## config.mk

```make
export PLATFORM = sky130hd
export DESIGN_NAME = sync_d_upcounter
export DESIGN_NICKNAME = d
export VERILOG_FILES = /design/src/rtl/sync_d_upcounter.sv
export SDC_FILE = /design/constraint.sdc
export NUM_CORES = 1
export LEC_CHECK = 0
export CORE_AREA = 10 10 47 49
export DETAILED_ROUTE_END_ITERATION = 7
export DIE_AREA = 0 0 57 59
export GPL_ROUTABILITY_DRIVEN = 0
export HOLD_SLACK_MARGIN = 0.06
export PLACE_DENSITY = 0.73
export SLEW_MARGIN = 20
export SYNTH_ARGS = -nofsm -noshare
export SYNTH_HDL_FRONTEND = slang
export SYNTH_SLANG_ARGS = --single-unit
```

## constraint.sdc

```tcl
create_clock -name clk -period 3.6 [get_ports clk]
set_clock_uncertainty 0.15 [all_clocks]
set_input_delay 0.54 -clock clk [delete_from_list [all_inputs] [get_ports clk]]
set_output_delay 0.54 -clock clk [all_outputs]
set_load 0.02 [all_outputs]
```

## src/rtl/sync_d_upcounter.sv

```systemverilog
// Synchronous modulo-MODULUS up counter: registered q/qbar, one-cycle wrap pulse,
// sticky ovf and combinational tc for cascading. Define D_UPCOUNTER_SAT_EN to saturate instead of wrapping.
module sync_d_upcounter #(
  parameter int WIDTH     = 4,
  parameter int MODULUS   = 16,
  parameter int RESET_VAL = 0
) (
  input  logic             clk,
  input  logic             rst_n,
  input  logic             en,
  input  logic             load,
  input  logic [WIDTH-1:0] load_val,
  input  logic             ovf_clr,
  output logic [WIDTH-1:0] q,
  output logic [WIDTH-1:0] qbar,
  output logic             tc,
  output logic             wrap,
  output logic             ovf
);

  localparam logic [WIDTH-1:0] MAX_VAL = WIDTH'(MODULUS - 1);
  localparam logic [WIDTH-1:0] RST_VAL = WIDTH'(RESET_VAL);

  logic [WIDTH-1:0] q_q, q_d;
  logic [WIDTH-1:0] qbar_q, qbar_d;
  logic             wrap_q, wrap_d;
  logic             ovf_q, ovf_d;
  logic             ovf_set;
  logic             at_max;
  logic             load_ok;

  assign at_max  = (q_q == MAX_VAL);
  assign load_ok = (32'(load_val) < MODULUS);

  // NOTE: every signal written here gets a default first, so no path through the
  // if/else chain can leave one unassigned and infer a latch.
  always_comb begin
    q_d     = q_q;
    wrap_d  = 1'b0;
    ovf_set = 1'b0;
    if (load) begin
      q_d = load_ok ? load_val : '0;
    end else if (en && at_max) begin
`ifdef D_UPCOUNTER_SAT_EN
      q_d     = q_q;
      ovf_set = 1'b1;
`else
      q_d     = '0;
      wrap_d  = 1'b1;
      ovf_set = 1'b1;
`endif
    end else if (en) begin
      q_d = q_q + WIDTH'(1);
    end
    qbar_d = ~q_d;
    ovf_d  = ovf_set ? 1'b1 : (ovf_clr ? 1'b0 : ovf_q);
  end

  // NOTE: state registers use non-blocking assignments so all flops sample
  // their inputs before any of them updates on the shared edge.
  always_ff @(posedge clk or negedge rst_n) begin
    if (!rst_n) begin
      q_q    <= RST_VAL;
      qbar_q <= ~RST_VAL;
      wrap_q <= 1'b0;
      ovf_q  <= 1'b0;
    end else begin
      q_q    <= q_d;
      qbar_q <= qbar_d;
      wrap_q <= wrap_d;
      ovf_q  <= ovf_d;
    end
  end

  // tc stays combinational so the next cascaded stage advances on the same edge.
  assign tc   = at_max && en;
  assign q    = q_q;
  assign qbar = qbar_q;
  assign wrap = wrap_q;
  assign ovf  = ovf_q;

endmodule

```

==> flow_summary_export.csv, run 1 <==
group,metric,value,unit
timing,fin_crit_sh,0.7796,
clocking,postCtsSetupBuffers,0,
die,die_w,57,µm
clocking,cts_hold_buf,0,
die,io_pins,20,
timing,finalMaxSlewViolations,0,
critical_path,critPathKind,"input pin to output port",
synth,synth-edff-count,0,
global_route,first_global_vias,363,
synth,synth_cell_types,18,
power_and_ir_drop,p_seq_frac,0.484,
synth,synth_ff_type,"dfrtp_1",
synth,netlist_instances,35,
synth,synth_top_cell_by_area,"dfrtp_1",
finish,fillers,146,
power_and_ir_drop,p_leak,0.2721,nW
synth,synth_nets,45,
power_and_ir_drop,combPwrFrac,0.274,
clocking,cts_tree,"yes",
power_and_ir_drop,p_int,0.0002062,W
critical_path,cp-startpoint,"en",
critical_path,path_cells,"clkdlybuf4s50_1 > nand4_1 > inv_2 > clkdlybuf4s50_1",
finish,nets,68,
timing,layout_setup_ws,0.7933,ns
critical_path,cp.required,2.91,ns
finish,final_cell_count_no_fill,72,
critical_path,critPathCaptureType,"output port",
routing,drt_iter0_markers,7,
critical_path,cp-start-kind,"input pin",
finish,area_growth,53.98,%
critical_path,crit_arrival,2.12,ns
die,core-area,0.001401,mm²
synth,synth_warnings,0,
clocking,cts_max_level,1,
clocking,clk_path_buf_depth,2,
place,place_area,630.6,µm²
synth,synth.top_cell.area_share,0.3540,
critical_path,reg2reg_from,"q[0]$_DFF_PN0_",
timing,slew_headroom,0.7059,
critical_path,crit_fanout,7,
synth,synth_area_leaders,"dfrtp_1 (35%), dfstp_2 (25%), o31a_1 (6.2%)",
power_and_ir_drop,switching_share,0.2728,
die,die_area,0.003363,mm²
timing,fin_tns_setup,0,ns
power_and_ir_drop,p_switching,0.00007736,W
critical_path,critical_path.max_stage_delay,0.63,ns
die,initial_core_util,0.3027,
power_and_ir_drop,vdd_drop_max,0.1835,mV
critical_path,path_buf_inv,3,
routing,drt-pass1-iter-count,4,
timing,hold_viol_final,0,
hold_path,hold_start,"ovf$_DFFE_PN0P_",
status,status,"finished, final reports clean",
global_route,grt_use_total,0.06285,
die,rows,14,
critical_path,cpMaxStageDelayCell,"clkdlybuf4s50_1",
clocking,cts-resized-gates,0,
finish,drive_gt1_frac,0.1607,
routing,post_drt_wl_per_cell,13.43,µm
global_route,grt_max_degree,15,
clocking,cts_buffers,3,
synth,async_flop_share,1.000,
flow_run,max-cap-violations,0,
timing,rsz0062_at_grt,"no",
hold_path,hp-class,"flip-flop to flip-flop",
global_route,grt-ovfl-total,0,
synth,yosysSeqAreaShare,0.6018,
routing,drcViolationCount,0,
timing,fin_crit,2.807,ns
timing,setup_violations,0,
synth,synth_seq_cells,10,
routing,via_count,343,
routing,drtAntennaViolNets,0,
clocking,cts-root-buf,"clkbuf_4",
routing,via_per_inst,4.764,
clocking,clkTransAtPathRegs,0.05,ns
clocking,cts_sinks,10,
timing,worst_pin_slew,0.4398,ns
power_and_ir_drop,power.total,0.0002836,W
synth,synthesis.area,424.2,µm²
power_and_ir_drop,clockPowerShare,0.242,
global_route,antenna_found_initial,0,
critical_path,reg2reg_slack,2.22,ns
place,port_buffers,19,
finish,fin_area,653.1,µm²
die,die_h,59,µm
routing,routed_wl,967,µm
critical_path,path_delay_family,"buffers and inverters",
clocking,insertion_delay,0.25,ns
critical_path,worst_path_most_repeated_cell,"clkdlybuf4s50_1",
synth,syn-mean-instance-area,12.12,µm²
place,pre_cts_ws,0.7865,ns
power_and_ir_drop,powerDensity,434.2,mW/mm²
global_route,grt_first_pass_wirelength,1656,µm
timing,max_freq,356.3,MHz
finish,antenna_cells,0,
place,placed_cells,69,
worst reg2reg max path: cells and delay by family, from the launching register on:
kind | cells | cell delay, ns
AOI/OAI and AO/OA | 1 | 0.28
adders and majority gates | 1 | 0.23
buffers and inverters | 1 | 0.09
DFF | 1 | 0.43
and+or+nand+nor | 1 | 0.13
cell usage in the layout, fill, tap and decap left out:
cell	synthesis	routed
nand4_2	1	1
clkbuf_4	0	3
o21ai_0	1	1
mux2i_1	1	1
inv_1	1	1
o31ai_1	3	3
inv_2	1	1
dfstp_2	4	4
xnor2_1	1	1
o21a_1	1	1
ha_1	1	1
xor2_1	2	2
nand4_1	1	1
o22ai_1	1	1
nand2_1	5	5
clkdlybuf4s50_1	0	19
o31a_1	3	3
nor2_1	1	1
dfrtp_1	6	6
worst paths after layout:
path	to	cells past startpoint
max	tc	4
max in group asynchronous	qbar[0]$_DFF_PN1_	1
max reg2reg	qbar[0]$_DFF_PN1_	4
min	ovf$_DFFE_PN0P_	2
min in group asynchronous	q[2]$_DFF_PN0_	1
min reg2reg	ovf$_DFFE_PN0P_	2
final cells by class:
class / count / area (µm²) / share of cell area
inverter: 2 / 7.507 / 0.01149
timing repair buffer: 19 / 190.2 / 0.2912
multi-input combinational: 22 / 157.7 / 0.2414
tap: 16 / 20.02 / 0.03065
clock buffer: 3 / 22.52 / 0.03448
sequential: 10 / 255.2 / 0.3908
power groups by stage:
stage               clock network [W]  registers (W)   logic, W
floorplan                           0       0.000154  0.0000216
global placement                    0       0.000139  0.0000778
detailed placement                  0       0.000140  0.0000786
CTS                         0.0000726       0.000138  0.0000790
global route                0.0000783       0.000139  0.0000845
finish                      0.0000688       0.000137  0.0000776
logic make-up after synthesis:
group | synth area share
buffers and inverters | 0.02652
flip-flops | 0.6018
AND/OR/NAND/NOR | 0.09735
XOR/XNOR | 0.06196
multiplexers | 0.02360
AO/OA/AOI/OAI | 0.1593
adder cells (fa/ha/maj) | 0.02949
per-stage QoR:
| stage | hold WS [ns] | util |
|---|---|---|
| after floorplan | 0.09441 | - |
| after global placement | 0.3745 | 0.4500 |
| after detailed placement | 0.3760 | 0.4500 |
| after CTS | 0.3852 | 0.4661 |
| final | 0.3861 | 0.4661 |
| after global routing | 0.4106 | 0.4661 |
metal layers:
metal,global-route usage,share of wire,up-vias
met1,0.07204,0.43,154
met5,0,0,-
li1,-,-,170
met3,0.02361,0.11,2
met2,0.08682,0.43,17
met4,0.06040,0.028,0
state kept, by name, indices dropped and copies added (netlist names):
register  flops
ovf           1
q             4
qbar          4
wrap          1
Yosys cell counts, types with 2 or more instances:
master,count
dfstp_2,4
o31ai_1,3
o31a_1,3
xor2_1,2
nand2_1,5
dfrtp_1,6
Power figures use the tool's default switching activity.
==> run 2: changes to the inputs <==
- PLACE_DENSITY: 0.73 -> 0.75
- clock period: 3.6 -> 2.4 ns (I/O delays scaled with it)
==> flow_summary_export.csv, run 2 (synthesis results as in run 1) <==
group,metric,value,unit
finish,fillers,140,
routing,via_count,359,
die,die_w,57,µm
die,core-area,0.001401,mm²
timing,fin_crit_sh,0.9340,
power_and_ir_drop,vdd_drop_max,0.3161,mV
place,place_area,645.6,µm²
finish,drive_gt1_frac,0.2034,
routing,routed_wl,1000,µm
finish,nets,70,
finish,layout_common_cells,"clkdlybuf4s50_1 (19), dfrtp_1 (6), nand2_1 (5)",
routing,via_per_inst,4.787,
routing,drt-pass1-iter-count,1,
critical_path,critPathKind,"flip-flop to output port",
clocking,clk_path_buf_depth,2,
global_route,grt-ovfl-total,0,
die,rows,14,
critical_path,critPathCaptureType,"output port",
place,pre_cts_ws,0.1775,ns
flow_run,max-cap-violations,0,
finish,area_growth,60.77,%
global_route,antenna_found_initial,0,
clocking,cts_sinks,10,
finish,multi_input_area,157.7,µm²
clocking,cts_hold_buf,0,
timing,slew_headroom,0.7021,
finish,antenna_cells,0,
finish,final_util,0.4866,
hold_path,hp-class,"input pin to async pin",
global_route,first_global_vias,356,
die,initial_core_util,0.3027,
power_and_ir_drop,powerDensity,697.1,mW/mm²
global_route,grt_max_degree,15,
routing,drt_iter0_markers,0,
finish,fin_area,681.9,µm²
die,die_h,59,µm
timing,rsz0062_at_grt,"no",
clocking,cts-resized-gates,0,
routing,drcViolationCount,0,
clocking,insertion_delay,0.26,ns
timing,finalMaxSlewViolations,0,
timing,fin_crit,2.242,ns
critical_path,critical_path.max_stage_delay,0.61,ns
finish,seq_area,255.2,µm²
clocking,cts_max_level,1,
critical_path,crit_arrival,1.73,ns
timing,setup_violations,0,
clocking,postCtsSetupBuffers,0,
critical_path,cp-start-kind,"flip-flop",
global_route,grt_use_total,0.06716,
critical_path,path_cells,"ha_1 > nand4_1 > inv_2 > clkdlybuf4s50_1",
clocking,cts_buffers,3,
die,io_pins,20,
timing,layout_setup_ws,0.1583,ns
status,status,"finished, final reports clean",
clocking,cts_tree,"yes",
place,port_buffers,19,
clocking,clkTransAtPathRegs,0.07,ns
timing,fin_tns_setup,0,ns
critical_path,cpMaxStageDelayCell,"clkdlybuf4s50_1",
routing,post_drt_wl_per_cell,13.33,µm
routing,drtAntennaViolNets,0,
critical_path,cp.required,1.89,ns
place,dp_hpwl,824.6,µm
power_and_ir_drop,p_leak,0.2895,nW
global_route,grt_first_pass_wirelength,1697,µm
critical_path,crit_fanout,4,
finish,final_common_cell,"clkdlybuf4s50_1",
die,die_area,0.003363,mm²
timing,worst_pin_slew,0.4455,ns
timing,max_freq,446.1,MHz
clocking,cts-root-buf,"clkbuf_4",
timing,hold_viol_final,0,
## run 2: changes by cell type in the layout (fill, tap and decap cells not counted), sizes merged
| cell | previous run | this run |
|---|---|---|
| clkbuf | 3 | 4 |
| buf | 0 | 2 |
## run 2: routing by layer
metal / GRT usage / vias up / routed length [µm]
met4: 0.08054 / 0 / 27
met5: 0 / - / 0
met1: 0.06212 / 171 / 363
li1: - / 174 / -
met3: 0.01931 / 2 / 68
met2: 0.1085 / 12 / 540
## run 2: stage by stage
step / cells / power [W] / hold WS, ns
global route: 75 / 0.0004990 / 0.2883
CTS: 75 / 0.0004866 / 0.2522
global placement: 71 / 0.0003257 / 0.3768
detailed placement: 71 / 0.0003283 / 0.3761
finish: 75 / 0.0004753 / 0.2453
floorplan: 35 / 0.0002639 / -0.08559
## run 2: final cells by class
class                           instances  area share
Tap cell                               16     0.02936
Inverter                                2     0.01101
Sequential cell                        10      0.3743
Multi-Input combinational cell         22      0.2312
Clock buffer                            4     0.05321
Timing Repair Buffer                   21      0.3009
## run 2: worst paths after layout
path | from | end | slack [ns] | cells past startpoint
setup / recovery | q[0]$_DFF_PN0_ | tc | 0.16 | 4
hold / removal | rst_n | ovf$_DFFE_PN0P_ | 0.25 | 1
setup reg to reg | q[0]$_DFF_PN0_ | qbar[0]$_DFF_PN1_ | 0.91 | 5
hold reg to reg | ovf$_DFFE_PN0P_ | ovf$_DFFE_PN0P_ | 0.38 | 2
max in group asynchronous | rst_n | qbar[1]$_DFF_PN1_ | 1.52 | 1
min in group clk | ovf$_DFFE_PN0P_ | ovf$_DFFE_PN0P_ | 0.38 | 2
## run 2: where the power goes
group          switching [W]  internal, W
clock network      0.0000607    0.0000921
logic              0.0000566    0.0000608
registers          0.0000127     0.000192
total               0.000130     0.000345
## run 2: worst max-delay path, delay by kind of cell, from the launching register on
family / cells / cell delay [ns]
buffers and inverters: 2 / 0.71
flip-flops: 1 / 0.42
adder cells (fa/ha/maj): 1 / 0.19
AND/OR/NAND/NOR: 1 / 0.15
